File: config.mk
export PLATFORM = sky130hd
export DESIGN_NAME = sram_fifo_ctrl_8x36_flat
export DESIGN_NICKNAME = d
export VERILOG_FILES = /design/src/rtl/sram_fifo_ctrl_8x36_if.sv /design/src/rtl/sram_fifo_ctrl_8x36.sv /design/src/flat_wrapper.sv
export SDC_FILE = /design/constraint.sdc
export NUM_CORES = 1
export LEC_CHECK = 0
export BUFFER_PORTS_ARGS = -buffer_cell sky130_fd_sc_hd__clkbuf_2
export CAP_MARGIN = 15
export CORE_MARGIN = 4
export CORE_UTILIZATION = 52
export DETAILED_ROUTE_END_ITERATION = 8
export PLACE_DENSITY_LB_ADDON = 0.05
export SLEW_MARGIN = 20
export SYNTH_ARGS = -nofsm -noshare
export SYNTH_HDL_FRONTEND = slang
export SYNTH_SLANG_ARGS = --single-unit
File: constraint.sdc
create_clock -name clock -period 2.8 [get_ports clock]
set_input_delay 0 -clock clock [delete_from_list [all_inputs] [get_ports clock]]
set_output_delay 0 -clock clock [all_outputs]
set_load 0.005 [all_outputs]
File: src/rtl/sram_fifo_ctrl_8x36_if.sv
// Handshake and SRAM-port bundle for sram_fifo_ctrl_8x36.
//   enq_*      : producer side (valid/ready/bits)
//   deq_*      : consumer side (valid/ready/bits)
//   occupancy  : total entries held by the controller
//   mem_*      : single-port SRAM macro (addr/en/wmode/wdata out, rdata in)
// The slave modport is the controller's view; master is the environment's.
interface sram_fifo_ctrl_8x36_if #(
    parameter int WIDTH  = 36,
    parameter int ADDR_W = 3
);
    logic              enq_valid;
    logic              enq_ready;
    logic [WIDTH-1:0]  enq_bits;
    logic              deq_valid;
    logic              deq_ready;
    logic [WIDTH-1:0]  deq_bits;
    logic [3:0]        occupancy;
    logic [ADDR_W-1:0] mem_addr;
    logic              mem_en;
    logic              mem_wmode;
    logic [WIDTH-1:0]  mem_wdata;
    logic [WIDTH-1:0]  mem_rdata;

    modport slave (
        input  enq_valid, enq_bits, deq_ready, mem_rdata,
        output enq_ready, deq_valid, deq_bits, occupancy,
               mem_addr, mem_en, mem_wmode, mem_wdata
    );

    modport master (
        output enq_valid, enq_bits, deq_ready, mem_rdata,
        input  enq_ready, deq_valid, deq_bits, occupancy,
               mem_addr, mem_en, mem_wmode, mem_wdata
    );
endinterface

File: src/rtl/sram_fifo_ctrl_8x36.sv
// FIFO controller backed by one single-port 8x36 SRAM (read latency 1).
// The RW port is shared between enqueue writes and prefetch reads (reads
// win); prefetched words land in a 2-entry output buffer that absorbs the
// read latency and consumer backpressure.
// Ports:
//   clock   : single clock (also the macro clock)
//   reset_n : asynchronous active-low reset
//   flush   : synchronous clear of all FIFO state
//   bus     : enq/deq handshakes, occupancy and SRAM port (slave modport)
module sram_fifo_ctrl_8x36 #(
    parameter int WIDTH  = 36,
    parameter int DEPTH  = 8,
    parameter int ADDR_W = 3
) (
    input  logic                   clock,
    input  logic                   reset_n,
    input  logic                   flush,
    sram_fifo_ctrl_8x36_if.slave   bus
);
    localparam logic [ADDR_W:0] FULL = ADDR_W'(0) + (ADDR_W+1)'(DEPTH);

    logic [ADDR_W-1:0]       wptr, rptr;
    logic [ADDR_W:0]         scnt;
    logic                    inflight;
    logic [1:0][WIDTH-1:0]   obuf;      // obuf[0] is the head
    logic [1:0]              ocnt;

    logic rd, wr, pop;

    always_comb begin
        // Prefetch only while the staging buffer has room for the word
        // already on its way plus the one about to be requested.
        rd = (scnt != '0) && (({1'b0, ocnt} + {2'b0, inflight}) < 3'd2) && !flush;
        bus.enq_ready = reset_n && !flush && !rd && (scnt != FULL);
        wr  = bus.enq_valid && bus.enq_ready;

        bus.mem_en    = rd || wr;
        bus.mem_wmode = wr;
        bus.mem_addr  = rd ? rptr : wptr;
        bus.mem_wdata = bus.enq_bits;

        bus.deq_valid = (ocnt != 2'd0);
        bus.deq_bits  = obuf[0];
        pop           = bus.deq_valid && bus.deq_ready;

        // The in-flight read is still counted, so a read issue is neutral.
        bus.occupancy = 4'(scnt) + 4'(inflight) + 4'(ocnt);
    end

    always_ff @(posedge clock or negedge reset_n) begin
        if (!reset_n) begin
            wptr     <= '0;
            rptr     <= '0;
            scnt     <= '0;
            inflight <= 1'b0;
            obuf     <= '0;
            ocnt     <= 2'd0;
        end else if (flush) begin
            // Any read data returning this cycle is dropped with the rest.
            wptr     <= '0;
            rptr     <= '0;
            scnt     <= '0;
            inflight <= 1'b0;
            obuf     <= '0;
            ocnt     <= 2'd0;
        end else begin
            if (rd) rptr <= rptr + 1'b1;
            if (wr) wptr <= wptr + 1'b1;

            case ({rd, wr})
                2'b10:   scnt <= scnt - 1'b1;
                2'b01:   scnt <= scnt + 1'b1;
                default: ;
            endcase

            inflight <= rd;

            // A push only happens with ocnt<=1 (rd guarantees room), so the
            // push-only case never overruns the two slots.
            case ({inflight, pop})
                2'b10: begin
                    obuf[ocnt[0]] <= bus.mem_rdata;
                    ocnt          <= ocnt + 2'd1;
                end
                2'b01: begin
                    obuf[0] <= obuf[1];
                    ocnt    <= ocnt - 2'd1;
                end
                2'b11: begin
                    if (ocnt == 2'd2) begin
                        obuf[0] <= obuf[1];
                        obuf[1] <= bus.mem_rdata;
                    end else begin
                        obuf[0] <= bus.mem_rdata;
                    end
                end
                default: ;
            endcase
        end
    end
endmodule

File: src/flat_wrapper.sv
// flat-port wrapper written by rule: the top's interface ports become plain ports
module sram_fifo_ctrl_8x36_flat 
#(
    parameter int WIDTH  = 36,
    parameter int DEPTH  = 8,
    parameter int ADDR_W = 3
)
  (clock, reset_n, flush, bus_enq_valid, bus_enq_bits, bus_deq_ready, bus_mem_rdata, bus_enq_ready, bus_deq_valid, bus_deq_bits, bus_occupancy, bus_mem_addr, bus_mem_en, bus_mem_wmode, bus_mem_wdata);
  sram_fifo_ctrl_8x36_if #(.WIDTH(WIDTH), .ADDR_W(ADDR_W)) bus_i ();
  input  logic clock;
  input  logic reset_n;
  input  logic flush;
  input wire logic [$bits(bus_i.enq_valid)-1:0] bus_enq_valid;
  input wire logic [$bits(bus_i.enq_bits)-1:0] bus_enq_bits;
  input wire logic [$bits(bus_i.deq_ready)-1:0] bus_deq_ready;
  input wire logic [$bits(bus_i.mem_rdata)-1:0] bus_mem_rdata;
  output wire logic [$bits(bus_i.enq_ready)-1:0] bus_enq_ready;
  output wire logic [$bits(bus_i.deq_valid)-1:0] bus_deq_valid;
  output wire logic [$bits(bus_i.deq_bits)-1:0] bus_deq_bits;
  output wire logic [$bits(bus_i.occupancy)-1:0] bus_occupancy;
  output wire logic [$bits(bus_i.mem_addr)-1:0] bus_mem_addr;
  output wire logic [$bits(bus_i.mem_en)-1:0] bus_mem_en;
  output wire logic [$bits(bus_i.mem_wmode)-1:0] bus_mem_wmode;
  output wire logic [$bits(bus_i.mem_wdata)-1:0] bus_mem_wdata;
  assign bus_i.enq_valid = bus_enq_valid;
  assign bus_i.enq_bits = bus_enq_bits;
  assign bus_i.deq_ready = bus_deq_ready;
  assign bus_i.mem_rdata = bus_mem_rdata;
  assign bus_enq_ready = bus_i.enq_ready;
  assign bus_deq_valid = bus_i.deq_valid;
  assign bus_deq_bits = bus_i.deq_bits;
  assign bus_occupancy = bus_i.occupancy;
  assign bus_mem_addr = bus_i.mem_addr;
  assign bus_mem_en = bus_i.mem_en;
  assign bus_mem_wmode = bus_i.mem_wmode;
  assign bus_mem_wdata = bus_i.mem_wdata;
  sram_fifo_ctrl_8x36 #(.WIDTH(WIDTH), .DEPTH(DEPTH), .ADDR_W(ADDR_W)) u_core (.clock(clock), .reset_n(reset_n), .flush(flush), .bus(bus_i));
endmodule
== Word-level counts from Yosys, hierarchy flattened ==
Cells that the tools add are included.
Cells by class
  add/sub/neg operators: 9
  $lt $le $gt $ge: 3
  equality and inequality tests: 8
  muxes and demuxes: 18
  reduce and logical (&&, ||, !) cells: 20
Operator list (number)
  $mux W36: 3
  $pmux W36 S3: 1
  $bwmux W72: 1
  $mux W72: 1
  $pmux W36 S2: 1
  $demux W36 S1: 1
  $mux W3: 5
  $reduce_bool A3 Y1: 3
  $eq A2 B2 Y1 const B: 4
  $logic_and A1 B1 Y1: 8
  $pmux W4 S2: 1
  $reduce_bool A4 Y1: 2
  $add A3 B1 Y3 const B: 2
  $reduce_bool A2 Y1: 3
  $add A4 B1 Y4: 1
  $add A4 B1 Y4 const B: 1
  $add A4 B2 Y4: 1
  $eq A2 B1 Y1 const B: 2
  $mux W4: 1
  $ne A4 B4 Y1 const B: 1
  $pmux W2 S2: 1
  $sub A4 B1 Y4 const B: 1
  $add A2 B1 Y3: 1
  $lt A3 B2 Y1 const B: 1
  10 further kinds: 11
Word-level totals
  register bits: 85
  output and inout port bits: 83
  word-level logic and storage cells: 65

== Logic depth before layout (Yosys ltp) ==
  depth after elaboration: 11
  gate-level depth with buffers: 10

== Least setup slack after synthesis ==
Ideal clock, no wire load.
  path kind: reg-to-reg
  from: register u_core.scnt[2]
  to: register u_core.scnt[3]
  library setup time: 0.099 ns
  arrival time: 2.390 ns
  required time: 2.701 ns
  setup slack: 0.310 ns
  cell stages (with the launch flop): 11
  buffers on the path: 1
  path through: dfrtp_1 or3_1 buf_6 a211oi_4 and2_2 inv_1 ha_1 a21o_1 a21oi_1 a221oi_1 a311oi_1
Between the ends
  word-level cells in the longest chain between the ends: 10
  elaborated cells between the ends (all ways): 15
RTL lines
  start, declared: RTL line sram_fifo_ctrl_8x36.sv:23  | logic [ADDR_W:0] scnt;
  start signal, assigned: RTL line sram_fifo_ctrl_8x36.sv:71  | 2'b10: scnt <= scnt - 1'b1;
  start signal, assigned: RTL line sram_fifo_ctrl_8x36.sv:72  | 2'b01: scnt <= scnt + 1'b1;
  $reduce_bool A4 Y1: RTL line sram_fifo_ctrl_8x36.sv:33  | rd = (scnt != '0) && (({1'b0, ocnt} + {2'b0, inflight}) < 3'd2) && !flush;
  $logic_and A1 B1 Y1 (2 in a row): RTL line sram_fifo_ctrl_8x36.sv:33
  $logic_not A1 Y1: RTL line sram_fifo_ctrl_8x36.sv:34  | bus.enq_ready = reset_n && !flush && !rd && (scnt != FULL);
  $logic_and A1 B1 Y1: RTL line sram_fifo_ctrl_8x36.sv:34
  $logic_and A1 B1 Y1 *: RTL line sram_fifo_ctrl_8x36.sv:34
  $logic_and A1 B1 Y1 *: RTL line sram_fifo_ctrl_8x36.sv:35  | wr = bus.enq_valid && bus.enq_ready;
  net bus_mem_wmode: RTL line flat_wrapper.sv:23  | output wire logic [$bits(bus_i.mem_wmode)-1:0] bus_mem_wmode;
  $eq A2 B1 Y1 or $eq A2 B2 Y1 (tied branches): RTL line sram_fifo_ctrl_8x36.sv:70  | case ({rd, wr})
  $pmux W4 S2: RTL line sram_fifo_ctrl_8x36.sv:70
  $mux W4: RTL line sram_fifo_ctrl_8x36.sv:58  | end else if (flush) begin
Mark *: on every way through the listed nets, which the timed path passes. The rest lies on a longest branch.
A chain may end at the register's enable or synchronous reset.

== Worst setup path after layout ==
  from: register u_core.scnt[2]
  to: register u_core.scnt[3]
Between the ends
  word-level cells in the longest chain between the ends: 10
  elaborated cells between the ends (all ways): 15
RTL lines (RTL line)
  $reduce_bool A4 Y1: sram_fifo_ctrl_8x36.sv:33
  $logic_and A1 B1 Y1 (2 in a row): sram_fifo_ctrl_8x36.sv:33
  $logic_not A1 Y1: sram_fifo_ctrl_8x36.sv:34
  $logic_and A1 B1 Y1 (2 in a row): sram_fifo_ctrl_8x36.sv:34
  $logic_and A1 B1 Y1: sram_fifo_ctrl_8x36.sv:35
  $eq A2 B1 Y1 or $eq A2 B2 Y1 (tied branches): sram_fifo_ctrl_8x36.sv:70
  $pmux W4 S2: sram_fifo_ctrl_8x36.sv:70
  $mux W4: sram_fifo_ctrl_8x36.sv:58
Parallel ways exist; a longest one is shown, timed or not.

==> results.md <==
- **netlist area before placement** 5340 um^2
- **final WL** 12400 um
- **clock tree root buffer cell** sky130_fd_sc_hd__clkbuf_8
- **count of endpoints failing hold in the final timing report** 0
- **reg-to-reg setup timing slack** 0.18 ns
- **number of instances in the synthesized netlist** 540
- **dominant synthesized flop cell** sky130_fd_sc_hd__dfrtp_1
- **count of final setup violators** 0
- **Post-synth EDFFs** 0
- **largest net degree at the start of global routing** 86
- **routed via count** 4076
- **Max-Slew Margin vs Limit** 0.386
- **top library cells by usage in the layout, fill and taps aside** 85 x sky130_fd_sc_hd__clkbuf_2, 84 x sky130_fd_sc_hd__dfrtp_1, 75 x sky130_fd_sc_hd__nor2_1
- **clock tree from TritonCTS** built
- **worst min-delay path endpoint** bus_mem_wdata[17]
- **area share of xor/xnor cells in the synthesized design** 0.00984
- **via count of the first global-routing pass** 4133
- **VDD IR-drop max** 0.314 mV
- **Initial Util** 0.541
- **flip-flop and latch count after synthesis** 85
- **hold-critical path depth** 0
- **unrepaired setup endpoints after global routing** no
- **Worst R2R Start** u_core.scnt[2]
- **Synthesized Nets** 625
- **number of antenna diodes** 0
- **kind of capture point of the worst setup path** flop
- **post-layout minimum cycle time** 2.62 ns
- **die area** 12000 um^2
- **# clock sinks** 85
- **die outline width** 109 um
- **final estimated routing congestion in global placement** 0.772
- **Port Buf Inserts** 87
- **async set-or-reset flop fraction in the synthesized netlist** 1.00
- **run status** finished clean
- **Total GRT Usage** 0.215
- **die boundary height** 109 um
- **fraction of final layout cells sized beyond drive strength 1** 0.223
- **clock transition time at the flip-flop clock pins of the worst setup and hold paths** 0.08 ns
- **cell depth of the worst flop-to-flop path** 9
- **crit start category** flop
- **pins over their slew limit** 0
- **Sum Neg Setup Slack** 0 ns
- **Layout Skew** 0.00991 ns
- **class of the tightest hold or removal check** in2out
- **leakage** 2.96 nW
- **Worst EP required** 3.04 ns
- **area inside the core boundary** 9860 um^2
- **number of standard cells in the layout, taps in and fillers out** 712
- **final global-route overflow total** 0
- **DRC marker count from the first detailed-route iteration** 210
- **ratio of final minimum period to clock period** 0.937
- **Synth Area in Compound Gates** 0.158
- **hold-fix buffers at CTS** 37
- **Clock Latency Late Sink** 0.35 ns
- **source of the worst hold timing path** bus_enq_bits[17]
- **fraction of the yosys area taken by sequential cells** 0.398
- **final net count** 660
- **achievable clock frequency** 0.381 GHz
- **cell row count** 36
- **quantity of gates resized following cts** 0
- **Power Dens Cells** 709 nW/um^2
- **post-synth cell types** 46
- **worst flop-to-flop path endpoint** u_core.scnt[3]
- **area grow syn2layout** 11.5%
- **fillcell total** 848
- **share of synthesized cell area in full adder, half adder and majority cells** 0.0230
- **via-per-instance ratio** 5.72
- **DRC violation count after routing** 0
- **Setup Crit Path Kind** reg2reg
- **number of placed I/O pins** 160
- **number of setup buffers added after CTS** 0
- **pin slew with the least headroom to its limit** 0.921 ns
- **portion of netlist area occupied by mux cells** 0.143
- **global-route wire length before repair** 20600 um
- **number of cells in the design after placement** 660
- **routed len/inst** 17.5 um
- **Warnings, synthesis** 0
- **Post-DP HPWL** 7680 um
- **Crit path arrival time** 2.86 ns
- **average instance area after synthesis** 9.89 um^2
- **H-tree depth** 3
- **initial antenna violation count** 0
- **main combinational cell family by area after synthesis** compound AO/OA/AOI/OAI gates
- **CTS buffer count** 9
- **Post-Synth Simple-Gate Area** 0.120
- **number of max-capacitance violations reported** 0
- **worst-path maximum fanout** 7
- **number of detailed-route iterations in the first pass** 4
- **deepest clock path buffer count** 2
- **most frequent standard cell in the layout excluding fill and tap cells** sky130_fd_sc_hd__clkbuf_2
- **final antenna-violating net count** 0
==> report_power, final <==
group	switching (mW)	leakage, nW	internal [mW]
clock	0.440	0.105	0.522
combinational	0.928	1.72	0.748
sequential	0.165	1.14	1.41
==> state kept, by name (all words and copies together) (netlist names) <==
name                 flops
u_core.bus.deq_bits     36
u_core.inflight          1
u_core.obuf             36
u_core.ocnt              2
u_core.rptr              3
u_core.scnt              4
u_core.wptr              3
==> final cells by class <==
class                           instances  area, um^2  area share
Clock buffer                           11         141      0.0238
Clock inverter                          4        72.6      0.0122
Inverter                                8        30.0     0.00505
Multi-Input combinational cell        332        2450       0.412
Sequential cell                        85        2130       0.358
Tap cell                              133         166      0.0280
Timing Repair Buffer                  139         958       0.161
==> critical path: stages, from the launching register on <==
cell                       delay, ns
sky130_fd_sc_hd__dfrtp_1        0.45
sky130_fd_sc_hd__or3_1          0.56
sky130_fd_sc_hd__a211oi_4       0.29
sky130_fd_sc_hd__and2_2         0.18
sky130_fd_sc_hd__inv_1          0.06
sky130_fd_sc_hd__ha_1           0.27
sky130_fd_sc_hd__a21o_1         0.17
sky130_fd_sc_hd__a21oi_1        0.18
sky130_fd_sc_hd__a221oi_1       0.08
sky130_fd_sc_hd__a311oi_1       0.28
==> worst max-delay path by stage <==
stage                         from  cells past startpoint        endpoint  slack [ns]
CTS                 u_core.scnt[2]                      9  u_core.scnt[3]        0.18
global route        u_core.scnt[2]                      9  u_core.scnt[3]        0.02
detailed placement  u_core.scnt[2]                      9  u_core.scnt[3]        0.20
global placement    u_core.scnt[2]                      9  u_core.scnt[3]        0.30
finish              u_core.scnt[2]                      9  u_core.scnt[3]        0.18
floorplan           u_core.scnt[2]                     10  u_core.scnt[3]        0.31
==> metrics by stage <==
| stage | power [mW] | hold slack [ns] | area, um^2 | setup WS (ns) | utilization |
|---|---|---|---|---|---|
| floorplan | 2.90 | -0.296 | 5340 | 0.310 | - |
| global placement | 3.22 | 0.0000381 | 5370 | 0.303 | 0.544 |
| detailed placement | 3.25 | 0.0000381 | 5370 | 0.198 | 0.544 |
| CTS | 4.26 | 0.0000381 | 5950 | 0.183 | 0.603 |
| global route | 4.51 | 0.00000796 | 5950 | 0.0157 | 0.603 |
| finish | 4.22 | 0.00000197 | 5950 | 0.177 | 0.603 |
==> cells by family (layout without fill, tap and decap cells) <==
group	Yosys count	after routing
simple gates	139	139
buf+inv	123	162
compound gates	103	103
flops	85	85
mux	76	76
fa+ha+maj	8	8
xor+xnor	6	6
==> cells in the mapped netlist (3+ instances only) <==
cell type                   count  area share
sky130_fd_sc_hd__mux2_1         3      0.0063
sky130_fd_sc_hd__buf_2         18       0.017
sky130_fd_sc_hd__o21ai_0        8      0.0075
sky130_fd_sc_hd__dfrtp_1       85        0.40
sky130_fd_sc_hd__buf_4         73        0.10
sky130_fd_sc_hd__a21o_1         3      0.0042
sky130_fd_sc_hd__a21oi_1        9      0.0084
sky130_fd_sc_hd__nor2b_1        4      0.0047
sky130_fd_sc_hd__a221oi_1      36       0.059
sky130_fd_sc_hd__nor2_1        75       0.053
sky130_fd_sc_hd__o2bb2ai_1     34       0.056
sky130_fd_sc_hd__xor2_1         4      0.0066
sky130_fd_sc_hd__nor3_1        34       0.032
sky130_fd_sc_hd__inv_1          7      0.0049
sky130_fd_sc_hd__clkbuf_1      19       0.013
sky130_fd_sc_hd__ha_1           5       0.012
sky130_fd_sc_hd__and3_1         5      0.0059
sky130_fd_sc_hd__nand2_1        6      0.0042
sky130_fd_sc_hd__fa_1           3       0.011
sky130_fd_sc_hd__buf_6          4      0.0084
sky130_fd_sc_hd__mux2i_1       73        0.14
==> per-layer routing <==
layer	up-vias	GRT usage	wire [um]
li1	1936	-	-
met1	1992	0.295	5690
met2	124	0.352	5940
met3	24	0.0341	676
met4	0	0.0668	128
met5	-	0	0
Power figures use the tool's default switching activity.
